--- config.mk ---
export PLATFORM = sky130hd
export DESIGN_NAME = decode_status_scan
export DESIGN_NICKNAME = d
export VERILOG_FILES = /design/src/rtl/decode_status_scan.sv
export SDC_FILE = /design/constraint.sdc
export NUM_CORES = 1
export LEC_CHECK = 0
export CAP_MARGIN = 30
export CORE_MARGIN = 2
export CORE_UTILIZATION = 50
export DETAILED_ROUTE_END_ITERATION = 16
export PLACE_DENSITY = 0.72
export SYNTH_ARGS = -nofsm -noshare
export SYNTH_HDL_FRONTEND = slang
export SYNTH_SLANG_ARGS = --single-unit
--- constraint.sdc ---
create_clock -name clk_i -period 1.9 [get_ports clk_i]
set_input_delay 0.38 -clock clk_i [delete_from_list [all_inputs] [get_ports clk_i]]
set_output_delay 0.38 -clock clk_i [all_outputs]
set_load 0.05 [all_outputs]
--- src/rtl/decode_status_scan.sv ---
// decode_status_scan: time-multiplexed status display driver for the valve
// channels. Scans N_CH channels onto a shared active-low seven-segment bus
// with active-low digit selects. Each digit shows "A" (open), "F" (closed)
// or "E" (error). Every slot opens with a dark anti-ghosting gap.
// Optional feature macro: ERROR_BLINK_EN. When defined, error digits blink
// (blank for BLINK_DIV frames, "E" for BLINK_DIV frames). When undefined,
// error digits show a steady "E".
module decode_status_scan #(
   parameter int N_CH      = 4,
   parameter int SCAN_DIV  = 50000,
   parameter int BLANK_CYC = 16,
   parameter int BLINK_DIV = 64
) (
   input  logic            clk_i,
   input  logic            rst_i,
   input  logic            enable_i,
   input  logic [N_CH-1:0] ve_i,
   input  logic [N_CH-1:0] erro_i,
   output logic            seg_a_o,
   output logic            seg_b_o,
   output logic            seg_c_o,
   output logic            seg_d_o,
   output logic            seg_e_o,
   output logic            seg_f_o,
   output logic            seg_g_o,
   output logic            seg_p_o,
   output logic [N_CH-1:0] dig_o,
   output logic            frame_o,
   output logic [1:0]      state_o
);

   localparam int CW  = (SCAN_DIV > 1) ? $clog2(SCAN_DIV) : 1;
   localparam int CHW = (N_CH > 1) ? $clog2(N_CH) : 1;

   localparam logic [CW-1:0]   BLANK_LAST = CW'(BLANK_CYC - 1);
   localparam logic [CW-1:0]   SLOT_LAST  = CW'(SCAN_DIV - 1);
   localparam logic [CHW-1:0]  CH_LAST    = CHW'(N_CH - 1);
   localparam logic [N_CH-1:0] DIG_ONE    = N_CH'(1);

   // Glyphs packed as {A,B,C,D,E,F,G}, active low.
   localparam logic [6:0] GLYPH_OPEN   = 7'b0001000;
   localparam logic [6:0] GLYPH_CLOSED = 7'b0111000;
   localparam logic [6:0] GLYPH_ERROR  = 7'b0110000;
   localparam logic [6:0] GLYPH_BLANK  = 7'b1111111;

   typedef enum logic [1:0] {
      ST_IDLE  = 2'd0,
      ST_BLANK = 2'd1,
      ST_DRIVE = 2'd2
   } state_t;

   state_t            state_q, state_d;
   logic [CW-1:0]     cnt_q, cnt_d;
   logic [CHW-1:0]    ch_q, ch_d;
   logic              hold_err_q, hold_err_d;
   logic              hold_open_q, hold_open_d;
   logic [6:0]        seg_q, seg_d;
   logic              seg_p_q, seg_p_d;
   logic [N_CH-1:0]   dig_q, dig_d;
   logic              frame_q, frame_d;
   logic              wrap;
   logic              blank_err;

   assign state_o = state_q;

   // Scan FSM next state: slot counter, channel advance and glyph sampling.
   always_comb begin
      state_d     = state_q;
      cnt_d       = cnt_q;
      ch_d        = ch_q;
      hold_err_d  = hold_err_q;
      hold_open_d = hold_open_q;
      wrap        = 1'b0;
      if (!enable_i) begin
         state_d = ST_IDLE;
         cnt_d   = '0;
         ch_d    = '0;
      end else begin
         case (state_q)
            ST_IDLE: begin
               state_d = ST_BLANK;
               cnt_d   = '0;
               ch_d    = '0;
            end
            ST_BLANK: begin
               cnt_d = cnt_q + CW'(1);
               if (cnt_q == BLANK_LAST) begin
                  // Sample once so the glyph cannot change within the slot.
                  state_d     = ST_DRIVE;
                  hold_err_d  = erro_i[ch_q];
                  hold_open_d = ve_i[ch_q];
               end
            end
            ST_DRIVE: begin
               if (cnt_q == SLOT_LAST) begin
                  state_d = ST_BLANK;
                  cnt_d   = '0;
                  if (ch_q == CH_LAST) begin
                     ch_d = '0;
                     wrap = 1'b1;
                  end else begin
                     ch_d = ch_q + CHW'(1);
                  end
               end else begin
                  cnt_d = cnt_q + CW'(1);
               end
            end
            default: begin
               state_d = ST_IDLE;
               cnt_d   = '0;
               ch_d    = '0;
            end
         endcase
      end
   end

   // Scan FSM state register.
   always_ff @(posedge clk_i or posedge rst_i) begin
      if (rst_i) begin
         state_q     <= ST_IDLE;
         cnt_q       <= '0;
         ch_q        <= '0;
         hold_err_q  <= 1'b0;
         hold_open_q <= 1'b0;
      end else begin
         state_q     <= state_d;
         cnt_q       <= cnt_d;
         ch_q        <= ch_d;
         hold_err_q  <= hold_err_d;
         hold_open_q <= hold_open_d;
      end
   end

`ifdef ERROR_BLINK_EN
   localparam int FW = (BLINK_DIV > 1) ? $clog2(BLINK_DIV) : 1;
   localparam logic [FW-1:0] FCNT_LAST = FW'(BLINK_DIV - 1);

   logic          phase_q, phase_d;
   logic [FW-1:0] fcnt_q, fcnt_d;

   // Blink phase flips after every BLINK_DIV frame wraps; held while disabled.
   always_comb begin
      phase_d = phase_q;
      fcnt_d  = fcnt_q;
      if (wrap) begin
         if (fcnt_q == FCNT_LAST) begin
            fcnt_d  = '0;
            phase_d = ~phase_q;
         end else begin
            fcnt_d = fcnt_q + FW'(1);
         end
      end
   end

   // Blink phase and frame counter registers.
   always_ff @(posedge clk_i or posedge rst_i) begin
      if (rst_i) begin
         phase_q <= 1'b0;
         fcnt_q  <= '0;
      end else begin
         phase_q <= phase_d;
         fcnt_q  <= fcnt_d;
      end
   end

   assign blank_err = phase_q;
`else
   // Steady "E": a legal BLINK_DIV is >= 1, so this is constant 0.
   assign blank_err = (BLINK_DIV < 1);
`endif

   // Pin values for the next cycle, derived from the current scan state.
   always_comb begin
      seg_d   = GLYPH_BLANK;
      seg_p_d = 1'b1;
      dig_d   = '1;
      frame_d = wrap;
      if (enable_i && (state_q == ST_DRIVE)) begin
         dig_d = ~(DIG_ONE << ch_q);
         if (hold_err_q) begin
            seg_d = blank_err ? GLYPH_BLANK : GLYPH_ERROR;
         end else if (hold_open_q) begin
            seg_d = GLYPH_OPEN;
         end else begin
            seg_d = GLYPH_CLOSED;
         end
         // Decimal point tracks the live error bus, not the held sample.
         if ((ch_q == '0) && (|erro_i)) begin
            seg_p_d = 1'b0;
         end
      end
   end

   // Registered pins: no combinational path from inputs to the display.
   always_ff @(posedge clk_i or posedge rst_i) begin
      if (rst_i) begin
         seg_q   <= GLYPH_BLANK;
         seg_p_q <= 1'b1;
         dig_q   <= '1;
         frame_q <= 1'b0;
      end else begin
         seg_q   <= seg_d;
         seg_p_q <= seg_p_d;
         dig_q   <= dig_d;
         frame_q <= frame_d;
      end
   end

   assign {seg_a_o, seg_b_o, seg_c_o, seg_d_o, seg_e_o, seg_f_o, seg_g_o} = seg_q;
   assign seg_p_o = seg_p_q;
   assign dig_o   = dig_q;
   assign frame_o = frame_q;

endmodule

==> run metrics, run 1 <==
total power around 0.0014 W; Post-Layout Inst Area about 0.002 mm^2; Worst Path Class, Setup flip-flop to primary output; Leakage just over 0.8 nW; commonest cells after routing, fill and taps aside dfrtp_1, nor3_1, buf_4; type of the most critical hold path input port to asynchronous set/reset pin; worst-case reg-to-reg path depth 5; met3 GRT Util 0.0704; total CTS buffers 5; Synth Register Bits 31; RSZ-0062 raised after global routing no; final period utilization 0.970; Comb pwr share 0.107; GR Layer Usage met2 0.352; All-Layer GR Usage 0.199; Syn Std Cell Area around 0.0017 mm^2; initial DRC count 29; clock slew at reported path FFs approximately 100 ps; Mapped Nets roughly 170; worst slew pin tran approximately 570 ps; vias post-DR around 1.2k; Syn. warnings 0; placed cell area 0.00191 mm^2; CTS tree done; Peak VDD IR just over 600 uV; H-tree depth 2; busiest grt layer met2; internal cell power ~0.0010 W; initial antenna violation count 0; Top Ports 26; die area ~0.0038 mm^2; post-route ant nets 0; row cnt 20; CP Capture Type primary output; Critical Path RT ~1500 ps; Final Skew about 11 ps; total congestion overflow 0; Gate Count Post-Synth around 150; Reg2Reg Launch Point cnt_q[0]; fin nets 198; DP HPWL roughly 2300 um; fraction of final layout cells sized beyond drive strength 1 0.263; Cell Chain, Critical Path clkdlybuf4s50_1; achievable frequency approximately 540 MHz; vias in the first global route 1203; register area share after synthesis 0.471; area grow syn2layout 20.0%; commonest non-fill, non-tap cell in the layout dfrtp_1; total of max-cap violations 0; Critical Path Source Type flip-flop; first-pass GRT wire length roughly 5300 um; Async SR Flop Fraction 1.00; Crit Path Max Fanout 1; core area around 0.0031 mm^2; Avg Inst Size Synth between 10 and 15 um^2; clock tree root driver cell clkbuf_4; reg-to-reg setup timing slack about 140 ps; CP Buf/Inv Count 1; Critical Path Max Stage Delay between 700 and 800 ps; CP arrival 1460 ps; Max Root-Sink Buffers 2; PortBufs 25; largest net degree at the start of global routing 32; Reg power frac 0.496; endpoints failing setup 0; total power divided by cell area ~680 mW/mm^2; Worst-Skew Late Latency 340 ps; Die Y slightly above 60 um; Die W 61.8 um; Net Sw Power roughly 0.00032 W; CP delay by family, top buffers and inverters; relative slew slack 0.622; switching share of total power 0.235; CTS sink count 31; Netlist cell types 36; drt first pass iters 4; ANT cells 0; Worst path slowest cell clkdlybuf4s50_1; Clock power frac 0.397; r2r endpoint hold_err_q; setup TNS 0 ps; Detailed Route WL 3160 um; DR DRC count 0; Min Clock Period, post-route 1840 ps; Main synth FF type dfrtp_1; vias per inst 5.32; Post-CTS Setup Inserts 0; Initial Utilization 0.538; status finished, final reports clean; GR met1 Demand/Resource 0.220; # fillers ~260; routed len/inst roughly 14 um; max-slew violations 0; Post-synth EDFFs 0; Hold Violations, Final 0; gpl congestion a little over 0.8
## metal layers
layer | part of all wire | vias to the layer above
met4 | 0.015 | 0
li1 | - | 584
met1 | 0.43 | 568
met2 | 0.50 | 28
met3 | 0.055 | 6
met5 | 0 | -
## Yosys cell counts, types with 2 or more instances
master | instances | share of area
a22o_2 | 2 | 0.012
and3_1 | 2 | 0.0075
nand4_4 | 2 | 0.026
buf_2 | 3 | 0.0090
and2_1 | 2 | 0.0075
nand2_1 | 9 | 0.020
buf_4 | 4 | 0.018
mux2_2 | 2 | 0.014
dfrtp_1 | 23 | 0.35
nor2_1 | 5 | 0.011
nor3_1 | 22 | 0.066
nor4_1 | 5 | 0.019
nand4_1 | 3 | 0.011
clkbuf_1 | 2 | 0.0045
mux4_2 | 2 | 0.027
xor2_1 | 2 | 0.011
dfstp_2 | 8 | 0.13
nand3_1 | 9 | 0.027
ha_1 | 9 | 0.068
xnor2_1 | 12 | 0.063
inv_1 | 10 | 0.023
## final cells by class
| cell class | count | area [um^2] | share of cell area |
|---|---|---|---|
| multi-input cells | 101 | 779 | 0.389 |
| repair buffers | 29 | 258 | 0.129 |
| clock inverters | 2 | 35.0 | 0.0175 |
| clock buffers | 6 | 51.3 | 0.0256 |
| flip-flops and latches | 31 | 786 | 0.393 |
| inverters | 10 | 37.5 | 0.0188 |
| well taps | 44 | 55.1 | 0.0275 |
## cells by family (layout without fill, tap and decap cells)
kind of cell | Yosys count | count (layout) | synth area share
DFF | 31 | 31 | 0.471
xor gates and xnor gates | 14 | 14 | 0.0735
AOI/OAI and AO/OA | 8 | 8 | 0.0428
buffers and inverters | 21 | 47 | 0.0638
adders and majority gates | 9 | 9 | 0.0675
muxes | 5 | 5 | 0.0465
and+or+nand+nor | 65 | 65 | 0.235
## sequential cells by signal (all words and copies together), names as in the netlist
signal	count
frame_o	1
seg_p_o	1
state_o	2
dig_o	4
hold_open_q	1
hold_err_q	1
ch_q	2
cnt_q	16
seg_q	3
## through the flow
| stage | hold slack, ps | instances | utilization | worst slack [ps] |
|---|---|---|---|---|
| floorplan | 381 | 153 | - | 11.8 |
| global placement | 411 | 215 | 0.616 | 188 |
| detailed placement | 408 | 215 | 0.616 | 98.1 |
| CTS | 420 | 223 | 0.644 | 36.6 |
| global route | 442 | 223 | 0.645 | 13.4 |
| finish | 413 | 223 | 0.645 | 56.8 |
## power groups by stage
stage / combinational, W / sequential (W) / clock (W)
2_1_floorplan: 0.0000717 / 0.000696 / 0
3_3_place_gp: 0.000141 / 0.000683 / 0
3_5_place_dp: 0.000144 / 0.000684 / 0
4_1_cts: 0.000147 / 0.000672 / 0.000551
5_1_grt: 0.000158 / 0.000673 / 0.000585
6_report: 0.000145 / 0.000672 / 0.000537
## worst max path at each step
| stage | from | to | slack, ps | cells past startpoint |
|---|---|---|---|---|
| detailed placement | cnt_q[0] | hold_err_q | 100 | 5 |
| global placement | enable_i | ch_q[0] | 190 | 5 |
| global route | frame_o | frame_o | 10 | 1 |
| finish | frame_o | frame_o | 60 | 1 |
| floorplan | state_o[0] | state_o[0] | 10 | 6 |
| CTS | cnt_q[0] | hold_err_q | 40 | 5 |
## what timing repair did
action,in CTS,in global routing
setup endpoints to repair,0,2
gates resized for setup,0,2
hold buffers,0,0
No activity file was read; power rests on OpenSTA's default activity.
==> run 2, diff against run 1 <==
--- a/config.mk
+++ b/config.mk
@@ -7,9 +7,9 @@
 export LEC_CHECK = 0
 export CAP_MARGIN = 30
 export CORE_MARGIN = 2
-export CORE_UTILIZATION = 50
+export CORE_UTILIZATION = 53
 export DETAILED_ROUTE_END_ITERATION = 16
-export PLACE_DENSITY = 0.72
+export PLACE_DENSITY = 0.76
 export SYNTH_ARGS = -nofsm -noshare
 export SYNTH_HDL_FRONTEND = slang
 export SYNTH_SLANG_ARGS = --single-unit
==> run metrics, run 2 (synthesis results as in run 1) <==
worst slew pin tran ~540 ps; Worst Setup EP frame_o; busiest grt layer met2; status finished, final reports clean; # fillers 240; met3 GRT Util 0.0563; largest net degree at the start of global routing 32; CP Buf/Inv Count 1; core area 0.00303 mm^2; total congestion overflow 0; Reg2Reg Launch Point cnt_q[7]; critical path depth 1; CP arrival ~1500 ps; area grow syn2layout 19.1%; Critical Path RT about 1500 ps; gpl congestion 0.829; Post-Layout Inst Area 0.00199 mm^2; Peak VDD IR 396 uV; Worst-Skew Late Latency 340 ps; Leakage between 0.7 and 0.8 nW; commonest non-fill, non-tap cell in the layout dfrtp_1; final period utilization 0.961; max-slew violations 0; commonest cells after routing, fill and taps aside dfrtp_1, nor3_1, buf_4; r2r endpoint hold_open_q; H-tree depth 2; DP HPWL 2430 um; Hold Violations, Final 0; CP Capture Type primary output; RSZ-0062 raised after global routing no; hold slack final 400 ps; ANT cells 0; Initial Utilization 0.551; GR Layer Usage met2 0.377; Top Ports 26; drt first pass iters 4; total of max-cap violations 0; CP delay by family, top buffers and inverters; Max Root-Sink Buffers 2; CTS tree done; routed len/inst 14.8 um; Critical Path Max Stage Delay approximately 800 ps; first-pass GRT wire length around 5600 um; worst-case reg-to-reg path depth 4; post-route ant nets 0; Cell Chain, Critical Path clkdlybuf4s50_1; placed cell area approximately 0.0019 mm^2; clock slew at reported path FFs around 110 ps; achievable frequency roughly 550 MHz; Critical Path Source frame_o; most flop-heavy register cnt_q; Final Skew roughly 12 ps; clock tree root driver cell clkbuf_4; initial antenna violation count 0; Worst Path Class, Setup flip-flop to primary output; die area between 0.003 and 0.004 mm^2; type of the most critical hold path input port to asynchronous set/reset pin; initial DRC count 29; PortBufs 25; total power about 0.0013 W; vias post-DR between 1k and 1.5k; CTS sink count 31; All-Layer GR Usage 0.212; total power divided by cell area 640 mW/mm^2; relative slew slack 0.640; Min Clock Period, post-route around 1800 ps; Detailed Route WL 3290 um; vias per inst between 5 and 6; fraction of final layout cells sized beyond drive strength 1 0.257; Die Y between 60 and 70 um; setup TNS 0 ps; DR DRC count 0; endpoints failing setup 0; Critical Path Source Type flip-flop; total CTS buffers 5; vias in the first global route about 1.2k; reg-to-reg setup timing slack roughly 140 ps; row cnt 20; GR met1 Demand/Resource 0.237; Die W ~60 um; max FFs per register 16; fin nets around 200; Crit Path Max Fanout 1; Worst path slowest cell clkdlybuf4s50_1
run 2: cell types whose count changed in the layout (fill, tap and decap cells not counted):
cell,change
clkinvlp_4,+1
nor2_1,+1
clkbuf_8,+1
nor2_2,-1
clkinv_2,-1
bufinv_16,-1
run 2: per-layer routing:
layer / wire [um] / vias up
met4: 72 / 0
met1: 1330 / 591
met2: 1770 / 33
li1: - / 585
met3: 122 / 10
met5: 0 / -
run 2: area by class of cell:
type,count,area (um^2),share of cell area
clock inverter,1,7.51,0.00378
clock buffer,7,65.1,0.0328
multi-input combinational,101,777,0.391
inverter,10,37.5,0.0189
tap,44,55.1,0.0277
sequential,31,786,0.396
timing repair buffer,29,258,0.130
run 2: worst min-delay path by stage:
| stage | startpoint | endpoint | slack [ps] | depth (start not counted) |
|---|---|---|---|---|
| after floorplan | hold_err_q | seg_q[3] | 380 | 1 |
| after global placement | hold_err_q | seg_q[3] | 410 | 1 |
| after detailed placement | hold_err_q | seg_q[3] | 420 | 1 |
| after CTS | rst_i | cnt_q[3] | 420 | 3 |
| after global routing | rst_i | cnt_q[3] | 450 | 3 |
| final | rst_i | cnt_q[3] | 400 | 3 |
run 2: timing repair:
| item | in CTS | in global routing |
|---|---|---|
| setup endpoints to repair | 0 | 18 |
| hold buffers | 0 | 0 |
| buffers inserted | 0 | 1 |
| gates resized for setup | 0 | 1 |
run 2: report_power, final:
part           internal, W  leakage, nW  total (W)  switching [W]
combinational    0.0000588        0.354   0.000142      0.0000835
clock             0.000216       0.0375   0.000456       0.000240
sequential        0.000666        0.404   0.000672     0.00000613
total             0.000941        0.796    0.00127       0.000329
run 2: metrics by stage:
step | instances | setup slack (ps) | util
2_1_floorplan | 153 | 11.8 | -
3_3_place_gp | 214 | 182 | 0.625
3_5_place_dp | 214 | 79.1 | 0.625
4_1_cts | 222 | 56.8 | 0.649
5_1_grt | 223 | 18.0 | 0.656
6_report | 223 | 73.7 | 0.656
